<file path="src/rtl/cga_pkg.sv">
// Shared definitions for the CGA text console writer: screen geometry,
// store address width, control-code values and the writer state set.
package cga_pkg;

  localparam int CGA_COLS   = 80;
  localparam int CGA_ROWS   = 25;
  localparam int CGA_MEM_AW = 13;

  localparam logic [7:0] CR  = 8'h0D;
  localparam logic [7:0] LF  = 8'h0A;
  localparam logic [7:0] BS  = 8'h08;
  localparam logic [7:0] FF  = 8'h0C;
  localparam logic [7:0] TAB = 8'h09;

  typedef enum logic [3:0] {
    ST_IDLE,
    ST_PUT_CH,
    ST_PUT_AT,
    ST_CTRL,
    ST_NL,
    ST_SC_RD,
    ST_SC_WAIT,
    ST_SC_WR,
    ST_FILL
  } cga_state_e;

endpackage

</file>
<file path="src/rtl/cga_fill_seq.sv">
// Range fill sequencer: once loaded with a start address it walks up to the
// end address one byte per enabled cycle, producing blank (0x20) on even
// addresses and the supplied attribute on odd ones.
module cga_fill_seq
  import cga_pkg::*;
#(
  parameter int AW = CGA_MEM_AW
) (
  input  logic          clock,
  input  logic          reset_n,
  input  logic          i_load,
  input  logic          i_en,
  input  logic [AW-1:0] i_startAddr,
  input  logic [AW-1:0] i_endAddr,
  input  logic [7:0]    i_attr,
  output logic [AW-1:0] o_addr,
  output logic [7:0]    o_data,
  output logic          o_we,
  output logic          o_last
);

  logic [AW-1:0] r_addr;
  logic [AW-1:0] r_endAddr;

  // Load the range on i_load, otherwise step the address while enabled.
  always_ff @(posedge clock or negedge reset_n) begin
    if (!reset_n) begin
      r_addr    <= '0;
      r_endAddr <= '0;
    end else if (i_load) begin
      r_addr    <= i_startAddr;
      r_endAddr <= i_endAddr;
    end else if (i_en && (r_addr != r_endAddr)) begin
      r_addr <= r_addr + AW'(1);
    end
  end

  assign o_addr = r_addr;
  assign o_data = r_addr[0] ? i_attr : 8'h20;
  assign o_we   = i_en;
  assign o_last = (r_addr == r_endAddr);

endmodule

</file>
<file path="src/rtl/cga_console.sv">
// CGA console writer: turns a byte stream into char/attribute writes on the
// text store, tracking the cursor, wrapping lines and scrolling by copying
// rows up one at a time through the store's read port.
// Optional feature macro: CGA_CONSOLE_TAB_EN enables 0x09 tab stops every
// 8 columns; without it 0x09 is ignored like other control codes.
module cga_console
  import cga_pkg::*;
#(
  parameter int COLS       = CGA_COLS,
  parameter int ROWS       = CGA_ROWS,
  parameter int RD_LATENCY = 1
) (
  input  logic        clock,
  input  logic        reset_n,
  input  logic [7:0]  in_data,
  input  logic        in_valid,
  output logic        in_ready,
  input  logic [7:0]  attr,
  output logic [12:0] mem_address,
  output logic [7:0]  mem_wdata,
  output logic        mem_we,
  input  logic [7:0]  mem_q,
  output logic [6:0]  cursor_x,
  output logic [4:0]  cursor_y,
  output logic        busy
);

  localparam int ROW_BYTES    = 2 * COLS;
  localparam int SCREEN_BYTES = 2 * COLS * ROWS;
  localparam int SCROLL_BYTES = 2 * COLS * (ROWS - 1);
  localparam int WAIT_W       = (RD_LATENCY > 1) ? $clog2(RD_LATENCY) : 1;

  cga_state_e         r_state;
  logic [6:0]         r_x;
  logic [4:0]         r_y;
  logic [7:0]         r_char;
  logic [7:0]         r_attr;
  logic [12:0]        r_memAddr;
  logic [7:0]         r_memWdata;
  logic [12:0]        r_idx;
  logic [WAIT_W-1:0]  r_waitCnt;
  logic               r_homeAfterFill;

  logic [12:0]        w_rowBase;
  logic [12:0]        w_cellIdx;
  logic [12:0]        w_cellAddr;
  logic               w_fillLoad;
  logic [12:0]        w_fillStart;
  logic [12:0]        w_fillAddr;
  logic [7:0]         w_fillData;
  logic               w_fillWe;
  logic               w_fillLast;
  logic               w_fillEn;
`ifdef CGA_CONSOLE_TAB_EN
  logic [7:0]         w_tabX;
  assign w_tabX = {1'b0, r_x[6:3], 3'b000} + 8'd8;
`endif

  // Byte address of the cursor cell; the row multiply stays combinational.
  assign w_rowBase  = 13'(r_y) * 13'(COLS);
  assign w_cellIdx  = w_rowBase + 13'(r_x);
  assign w_cellAddr = {w_cellIdx[11:0], 1'b0};

  assign w_fillEn = (r_state == ST_FILL);

  // Arm the fill sequencer on the cycle before FILL: whole screen for FF,
  // last row only when the scroll copy finishes.
  always_comb begin
    w_fillLoad  = 1'b0;
    w_fillStart = '0;
    if ((r_state == ST_CTRL) && (r_char == FF)) begin
      w_fillLoad  = 1'b1;
      w_fillStart = '0;
    end else if ((r_state == ST_SC_WR) && (r_idx == 13'(SCROLL_BYTES - 1))) begin
      w_fillLoad  = 1'b1;
      w_fillStart = 13'(SCROLL_BYTES);
    end
  end

  cga_fill_seq #(
    .AW(13)
  ) u_fill (
    .clock       (clock),
    .reset_n     (reset_n),
    .i_load      (w_fillLoad),
    .i_en        (w_fillEn),
    .i_startAddr (w_fillStart),
    .i_endAddr   (13'(SCREEN_BYTES - 1)),
    .i_attr      (r_attr),
    .o_addr      (w_fillAddr),
    .o_data      (w_fillData),
    .o_we        (w_fillWe),
    .o_last      (w_fillLast)
  );

  // Writer FSM: accept, dispatch, put char/attr, newline, scroll copy, fill.
  always_ff @(posedge clock or negedge reset_n) begin
    if (!reset_n) begin
      r_state         <= ST_IDLE;
      r_x             <= '0;
      r_y             <= '0;
      r_char          <= '0;
      r_attr          <= '0;
      r_memAddr       <= '0;
      r_memWdata      <= '0;
      r_idx           <= '0;
      r_waitCnt       <= '0;
      r_homeAfterFill <= 1'b0;
    end else begin
      case (r_state)
        ST_IDLE: begin
          if (in_valid) begin
            r_char <= in_data;
            r_attr <= attr;
            if (in_data >= 8'h20) begin
              r_memAddr  <= w_cellAddr;
              r_memWdata <= in_data;
              r_state    <= ST_PUT_CH;
            end else begin
              r_state <= ST_CTRL;
            end
          end
        end
        ST_PUT_CH: begin
          r_memAddr  <= r_memAddr + 13'd1;
          r_memWdata <= r_attr;
          r_state    <= ST_PUT_AT;
        end
        ST_PUT_AT: begin
          if (r_x < 7'(COLS - 1)) begin
            r_x     <= r_x + 7'd1;
            r_state <= ST_IDLE;
          end else begin
            r_x     <= '0;
            r_state <= ST_NL;
          end
        end
        ST_CTRL: begin
          r_state <= ST_IDLE;
          case (r_char)
            CR: r_x <= '0;
            LF: r_state <= ST_NL;
            BS: begin
              if (r_x != 7'd0) r_x <= r_x - 7'd1;
            end
            FF: begin
              r_homeAfterFill <= 1'b1;
              r_state         <= ST_FILL;
            end
`ifdef CGA_CONSOLE_TAB_EN
            TAB: begin
              if (w_tabX >= 8'(COLS)) begin
                r_x     <= '0;
                r_state <= ST_NL;
              end else begin
                r_x <= w_tabX[6:0];
              end
            end
`endif
            default: ;
          endcase
        end
        ST_NL: begin
          if (r_y < 5'(ROWS - 1)) begin
            r_y     <= r_y + 5'd1;
            r_state <= ST_IDLE;
          end else begin
            r_idx     <= '0;
            r_waitCnt <= '0;
            r_memAddr <= 13'(ROW_BYTES);
            r_state   <= ST_SC_RD;
          end
        end
        ST_SC_RD: begin
          r_waitCnt <= '0;
          r_state   <= ST_SC_WAIT;
        end
        ST_SC_WAIT: begin
          if (r_waitCnt == WAIT_W'(RD_LATENCY - 1)) begin
            r_memWdata <= mem_q;
            r_memAddr  <= r_idx;
            r_state    <= ST_SC_WR;
          end else begin
            r_waitCnt <= r_waitCnt + WAIT_W'(1);
          end
        end
        ST_SC_WR: begin
          if (r_idx == 13'(SCROLL_BYTES - 1)) begin
            r_homeAfterFill <= 1'b0;
            r_state         <= ST_FILL;
          end else begin
            r_idx     <= r_idx + 13'd1;
            r_memAddr <= r_idx + 13'(ROW_BYTES + 1);
            r_state   <= ST_SC_RD;
          end
        end
        ST_FILL: begin
          if (w_fillLast) begin
            if (r_homeAfterFill) begin
              r_x <= '0;
              r_y <= '0;
            end
            r_state <= ST_IDLE;
          end
        end
        default: r_state <= ST_IDLE;
      endcase
    end
  end

  assign mem_we = (r_state == ST_PUT_CH) || (r_state == ST_PUT_AT) ||
                  (r_state == ST_SC_WR) || w_fillWe;
  assign mem_address = w_fillEn ? w_fillAddr : r_memAddr;
  assign mem_wdata   = w_fillEn ? w_fillData : r_memWdata;
  assign in_ready    = (r_state == ST_IDLE);
  assign busy        = (r_state != ST_IDLE);
  assign cursor_x    = r_x;
  assign cursor_y    = r_y;

endmodule

</file>
<file path="config.mk">
export PLATFORM = sky130hd
export DESIGN_NAME = cga_console
export DESIGN_NICKNAME = d
export VERILOG_FILES = /design/src/rtl/cga_pkg.sv /design/src/rtl/cga_fill_seq.sv /design/src/rtl/cga_console.sv
export SDC_FILE = /design/constraint.sdc
export NUM_CORES = 1
export LEC_CHECK = 0
export BUFFER_PORTS_ARGS = -buffer_cell sky130_fd_sc_hd__buf_4
export CORE_MARGIN = 3
export CORE_UTILIZATION = 40
export DETAILED_ROUTE_END_ITERATION = 12
export HOLD_SLACK_MARGIN = 0.1
export PLACE_DENSITY = 0.57
export SETUP_SLACK_MARGIN = 0.5
export SYNTH_ARGS = -nofsm -noshare
export SYNTH_HDL_FRONTEND = slang
export SYNTH_SLANG_ARGS = --single-unit
</file>
<file path="constraint.sdc">
create_clock -name clock -period 2.3 [get_ports clock]
set_input_delay 0.46 -clock clock [delete_from_list [all_inputs] [get_ports clock]]
set_output_delay 0.46 -clock clock [all_outputs]
set_load 0.01 [all_outputs]
</file>
### After elaboration in Yosys (flattened, before gate mapping)

Cells that the tools add are included.

| cells by class | value |
|---|---|
| $add $sub $neg | 9 |
| multiplexer cells | 47 |
| $lt $le $gt $ge | 3 |
| eq/ne operators | 27 |
| $mul | 1 |
| reductions and logical operators | 26 |

Operators by type and width:

| operator | number |
|---|---|
| two-way mux 13 bit | 10 |
| one-hot mux 13 bit (5 select lines) | 1 |
| two-way mux 8 bit | 5 |
| adder 13 x 1 -> 13 bit, second input constant | 3 |
| one-hot mux 4 bit (9 select lines) | 1 |
| == test 8 x 4 -> 1 bit, second input constant | 4 |
| two-way mux 7 bit | 4 |
| one-hot mux 13 bit (2 select lines) | 1 |
| two-way mux 12 bit | 2 |
| one-hot mux 8 bit (3 select lines) | 1 |
| one-hot mux 7 bit (3 select lines) | 1 |
| == test 4 x 3 -> 1 bit, second input constant | 4 |
| two-way mux 4 bit | 4 |
| inequality test 2 bit, second input constant | 8 |
| two-way mux 5 bit | 3 |
| one-hot mux 7 bit (2 select lines) | 1 |
| adder 13 x 8 -> 13 bit, second input constant | 1 |
| == test 13 x 12 -> 1 bit | 1 |
| == test 13 x 12 -> 1 bit, second input constant | 1 |
| inequality test 13 x 12 -> 1 bit | 1 |
| adder 12 x 7 -> 12 bit | 1 |
| one-hot mux 5 bit (2 select lines) | 1 |
| AND reduction 3 bit | 3 |
| nonzero test 3 bit | 3 |
| 31 further kinds | 48 |

| word-level totals | value |
|---|---|
| flip-flop bits (word level) | 82 |
| bits of input ports | 27 |
| word-level logic and storage cells | 125 |

### Longest topological paths before layout

| depth | value |
|---|---|
| depth after elaboration | 5 |
| mapped depth | 10 |
| depth with buffers taken out | 8 |

### Cells and area by module

Synthesis repeated with hierarchy kept, for this count alone.

| second synthesis, totals | value |
|---|---|
| cells, all modules | 664 |
| area, all modules | 6178.4 um^2 |

Modules (own cells, without submodules):

| module | sequential area each (um^2) | instances | area each (um^2) | cells each |
|---|---|---|---|---|
| cga_console | 1676.6 | 1 | 4725.8 | 518 |
| cga_fill_seq | 650.6 | 1 | 1452.6 | 146 |

### Worst setup path before layout

Ideal clock, no wire load.

| timing | value |
|---|---|
| path kind | reg-to-reg |
| start point | register r_y[3] (netlist: cursor_y[3]) |
| end point | register r_memAddr[11] |
| stages on the path, launching flop included | 9 |
| setup slack | 0.046 ns |
| arrival time | 2.133 ns |
| buffers on the path | 0 |
| library setup time | 0.121 ns |
| path through | dfrtp_1 -> ha_1 -> ha_1 -> fa_1 -> xor2_1 -> o2111ai_1 -> xor2_1 -> a21oi_1 -> a22o_1 |

| on the way | value |
|---|---|
| word-level cells in the longest chain between the ends | 5 |
| elaborated cells on any way between the ends | 8 |
| those cells by class | add/sub: 1; mul: 1; order compare: 1; eq/ne: 1; mux: 3; reduce/logical: 1 |

RTL lines:

| element | RTL line | source |
|---|---|---|
| start: declaration | cga_console.sv:35 | `logic [4:0] r_y;` |
| start signal: assignment | cga_console.sv:165 | `r_y <= r_y + 5'd1;` |
| multiplier 5 x 3 -> 8 bit | cga_console.sv:60 | `assign w_rowBase = 13'(r_y) * 13'(COLS);` |
| adder 12 x 7 -> 12 bit | cga_console.sv:61 | `assign w_cellIdx = w_rowBase + 13'(r_x);` |
| two-way mux 13 bit | cga_console.sv:115 | `if (in_data >= 8'h20) begin` |
| two-way mux 13 bit | cga_console.sv:112 | `if (in_valid) begin` |
| one-hot mux 13 bit (5 select lines) | cga_console.sv:110 | `case (r_state)` |
| end signal: assignment | cga_console.sv:116 | `r_memAddr <= w_cellAddr;` |
| end signal: assignment | cga_console.sv:125 | `r_memAddr <= r_memAddr + 13'd1;` |
| end signal: assignment | cga_console.sv:170 | `r_memAddr <= 13'(ROW_BYTES);` |
| end: declaration | cga_console.sv:38 | `logic [12:0] r_memAddr;` |

Parallel ways exist; a longest one is shown, timed or not. The select of a mux whose other input is x is not followed.
A chain may end at the register's enable or synchronous reset.

### Worst setup path in the final report

| timing | value |
|---|---|
| start point | register r_state[2] |
| end point | output port mem_we |

| on the way | value |
|---|---|
| word-level cells in the longest chain between the ends | 4 |
| elaborated cells on any way between the ends | 7 |
| those cells by class | eq/ne: 4; reduce/logical: 3 |

RTL lines:

| element | RTL line | source |
|---|---|---|
| start: declaration | cga_console.sv:33 | `cga_state_e r_state;` |
| start signal: assignment | cga_console.sv:99 | `r_state <= ST_IDLE;` |
| start signal: assignment | cga_console.sv:118 | `r_state <= ST_PUT_CH;` |
| start signal: assignment | cga_console.sv:120 | `r_state <= ST_CTRL;` |
| == test 4 x 1 -> 1 bit or == test 4 x 2 -> 1 bit (tied branches) | cga_console.sv:211 | `assign mem_we = (r_state == ST_PUT_CH) \|\| (r_state == ST_PUT_AT) \|\|` |
| logical OR 1 bit (2 in a row) | cga_console.sv:211 |  |
| logical OR 1 bit (*) | cga_console.sv:212 | `(r_state == ST_SC_WR) \|\| w_fillWe;` |
| end: declaration | cga_console.sv:21 | `output logic mem_we,` |

Every way passes the cells marked *; elsewhere a longest branch is shown, timed or not.

==> results.txt <==
* Run status: finished clean
* Final #Nets: 858
* Register bit count reported by yosys: 81
- Final core utilization: 0.651
- Post-synthesis instance area: around 5500 um^2
- Along the worst path, the maximum fanout reaches 3.
- Actual slew at the worst max-slew pin: 847 ps
- Fill cells in the final layout number approximately 1.0k.
- The number of antenna violations at the first check in global routing was 1.
* Vertical extent of the die: 123 um
- Initial cell density of the core: 0.410
* Class of the worst hold path: in2reg
- No sink is reached through more buffers than the 2 on the longest clock path.
- The first global-routing pass estimated 28700 um of wire.
- Clock latency on the worst-skew pair: around 360 ps
- Synthesized netlist cell count: 630
- Counting flops with an async set or reset pin after synthesis yields a share of 1.00.
- Before antenna repair, the detailed router went through 6 iterations.
* Net count of the mapped netlist: about 680
* Core ar.: 13300 um^2
* Floorplan die area: approximately 15000 um^2
- Clock tree synthesis inserted a total of 9 buffers.
* Cell leakage power: 3.94 nW
- The completed layout was analyzed and its total power is roughly 8.9 mW.
- Number of warnings issued by yosys: 0
- Minimum clock period: about 2300 ps
- Across the whole layout, storage elements account for roughly 2000 um^2.
- Post-synth EDFFs: 0
* Count of antenna-violating nets left after detailed routing: 0
* Ratio of final minimum period to clock period: 0.999
* Post-detailed-placement cell area: between 6000 and 7000 um^2
- Number of global-route vias before repair: 5370
* Total non-filler cell area in the finished layout: just under 9000 um^2
- Summing all multi-input logic gate instances after layout gives about 4100 um^2.
- STA puts the critical path data required time at around 1800 ps.
* Fraction of layout cells with a size suffix above 1: 0.485
* Filler-free cell count of the finished design: slightly below 1k
- Dividing the detail-routed via count by the number of cells gives roughly 6.
* Total I/O pin count: 63
* Final RePlAce weighted congestion: just over 0.9
- Setup violations remaining at the end of the flow were counted as 0.
- Power spread over the standard cell area amounts to a little over 1000 nW/um^2.
- Based on the critical path, the design can be clocked at up to 435 MHz.
* Most used DFF post-synth: sky130_fd_sc_hd__dfrtp_1
- After floorplanning, the core was divided into 42 placement rows.
* First DRT Iteration DRCs: around 600
* Vias after detailed routing: approximately 5.9k
- Final total negative setup slack: 0 ps
- Max cap viols: 0
* Synthesis-to-finish area growth: 58.6%
* Total wire length: 20300 um
- Slack of the critical path: ~1.8 ps
- In the detailed route, the total length drawn on met2 is ~10000 um.
* Final Max Tran Viols: 0
- For this run, the register share of the synthesized area comes to 0.371.
- Setup crit start kind: flip-flop
- The H-tree was split into 3 levels.
* Total overflow reported by the global router: 0
- Combined global-route utilization of all metal layers: 0.245
- Worst-case headroom to the max-slew limit: 0.433
* Top metal layer carrying routed signals: met5
- RSZ-0062 raised after global routing: yes
- Wire segments on met3 add up to between 1000 and 1500 um in the final route.
- STA puts the critical path data arrival time at 1840 ps.
- Clock tree from TritonCTS: done
- Die W: 123 um
* Final worst hold slack: about 330 ps
* Quantity of I/O buffers inserted on ports: 62
* Post-placement cell count: between 800 and 900
- Final number of hold-violating endpoints: 0
- Type of the worst setup path: reg2out
- For the final database, setup skew stands at between 10 and 15 ps.
- Worst Setup Slack post-DPL: 79.4 ps
- Peak ir drop on the vdd network: just under 0.8 mV
- STA classifies the critical path endpoint as an output port.
- The tree built by TritonCTS fans out to 81 sinks.
- The netlist uses 73 different library cells.
* Largest net degree at the start of global routing: 56
- After clock tree synthesis, the clock-pin slew on the worst setup and hold paths is around 70 ps.
- Residual DRC count: 0
- In the final routed layout, each cell accounts on average for between 20 and 25 um.
* Post-Route M1 WL: 8460 um
* Antenna Cells: 0
* Placed wire-length estimate: between 10000 and 15000 um
- The cell sitting at the root of the clock tree is a sky130_fd_sc_hd__clkbuf_16.
* Average cell area after synthesis: around 8.7 um^2
synth_stat cells, drive strengths merged, types with 5 or more instances:
master | n | area share
ha | 16 | 0.037
and3 | 9 | 0.010
xnor2 | 26 | 0.042
nand4 | 13 | 0.016
a21oi | 38 | 0.036
a22o | 12 | 0.019
nor2 | 53 | 0.036
buf | 22 | 0.023
mux2 | 17 | 0.035
clkbuf | 18 | 0.012
o21ai | 43 | 0.039
a31oi | 7 | 0.0080
dfrtp | 81 | 0.37
xor2 | 15 | 0.024
and4 | 5 | 0.0080
nand2b | 7 | 0.0080
nor4 | 7 | 0.010
inv | 15 | 0.010
nand3 | 25 | 0.023
o22ai | 6 | 0.0069
nor3 | 14 | 0.016
a221oi | 8 | 0.014
a21o | 5 | 0.0069
nand2 | 95 | 0.065
o31ai | 5 | 0.0069
state kept, by name, indices dropped and copies added, names as in the netlist, 4 cells and up:
signal / cells
cursor_x: 7
cursor_y: 5
r_attr: 8
r_char: 8
r_idx: 13
r_memAddr: 13
r_memWdata: 8
r_state: 4
u_fill.o_addr: 13
layout make-up:
cell class	instances	area share
inverter	15	0.00709
sequential	81	0.236
clock buffer	10	0.0265
tap	176	0.0254
clock inverter	5	0.00940
multi-input combinational	495	0.468
timing repair buffer	211	0.227
worst paths after layout:
kind	slack, ps	cells after the start	to	start
worst min-delay path	330	2	r_attr[7]	attr[7]
max in group asynchronous	1040	3	r_state[2]	reset_n
worst max-delay path	2	8	mem_we	r_state[2]
worst min register to register	500	2	r_memWdata[4]	r_memWdata[4]
min in group asynchronous	580	2	r_memAddr[10]	reset_n
worst max register to register	100	8	r_idx[8]	r_state[0]
worst max-delay path, cell delays in order, from the launching register on:
cell	delay, ps
sky130_fd_sc_hd__dfrtp_2	420
sky130_fd_sc_hd__buf_6	130
sky130_fd_sc_hd__buf_4	120
sky130_fd_sc_hd__buf_6	130
sky130_fd_sc_hd__buf_6	120
sky130_fd_sc_hd__xnor2_2	160
sky130_fd_sc_hd__a22oi_2	100
sky130_fd_sc_hd__o21ai_2	160
sky130_fd_sc_hd__buf_6	130
where the power goes:
part           leakage, nW  internal, mW  switching, mW
clock network        0.149         0.946          0.630
logic                 2.77          2.63           2.39
registers             1.03          1.83          0.510
routing by layer:
metal | global-route usage | vias up
met5 | 0 | -
met4 | 0.0882 | 2
met3 | 0.0336 | 57
met2 | 0.398 | 255
met1 | 0.333 | 2930
li1 | - | 2651
cells in the final DEF, fill, tap and decap left out, drive strengths merged, types with 4 or more instances in the layout:
cell    count
o31ai       5
nand4      13
nor3       14
o22ai       6
nand2b      7
nor2b       4
nor4        7
a31oi       7
or3         4
a21oi      38
a221oi      8
ha         16
nand3      25
inv        15
nor2       53
nor3b       4
buf       208
mux2       17
a21o        5
xnor2      26
or2         4
and3        9
a22o       12
clkbuf     11
nand2      95
o211ai      5
dfrtp      81
and4        5
o21ai      43
xor2       15
cells by family (layout without fill, tap and decap cells):
group                      count (synthesis)  after routing  share of synthesized area
AOI/OAI and AO/OA                        155            156                      0.190
DFF                                       81             81                      0.371
buffers and inverters                     55            241                     0.0461
and+or+nand+nor                          260            260                      0.242
xor gates and xnor gates                  41             41                     0.0658
adders and majority gates                 18             18                     0.0440
muxes                                     20             20                     0.0406
repair_timing:
item                                   CTS  global route
gates cloned                             6             3
pin swaps                               49            54
hold buffers                             1             0
resized for setup                      113           130
endpoints found under the hold margin   26             0
setup endpoints to repair              104            88
buffers inserted                        55            33
(Power assumes the default switching activity.)
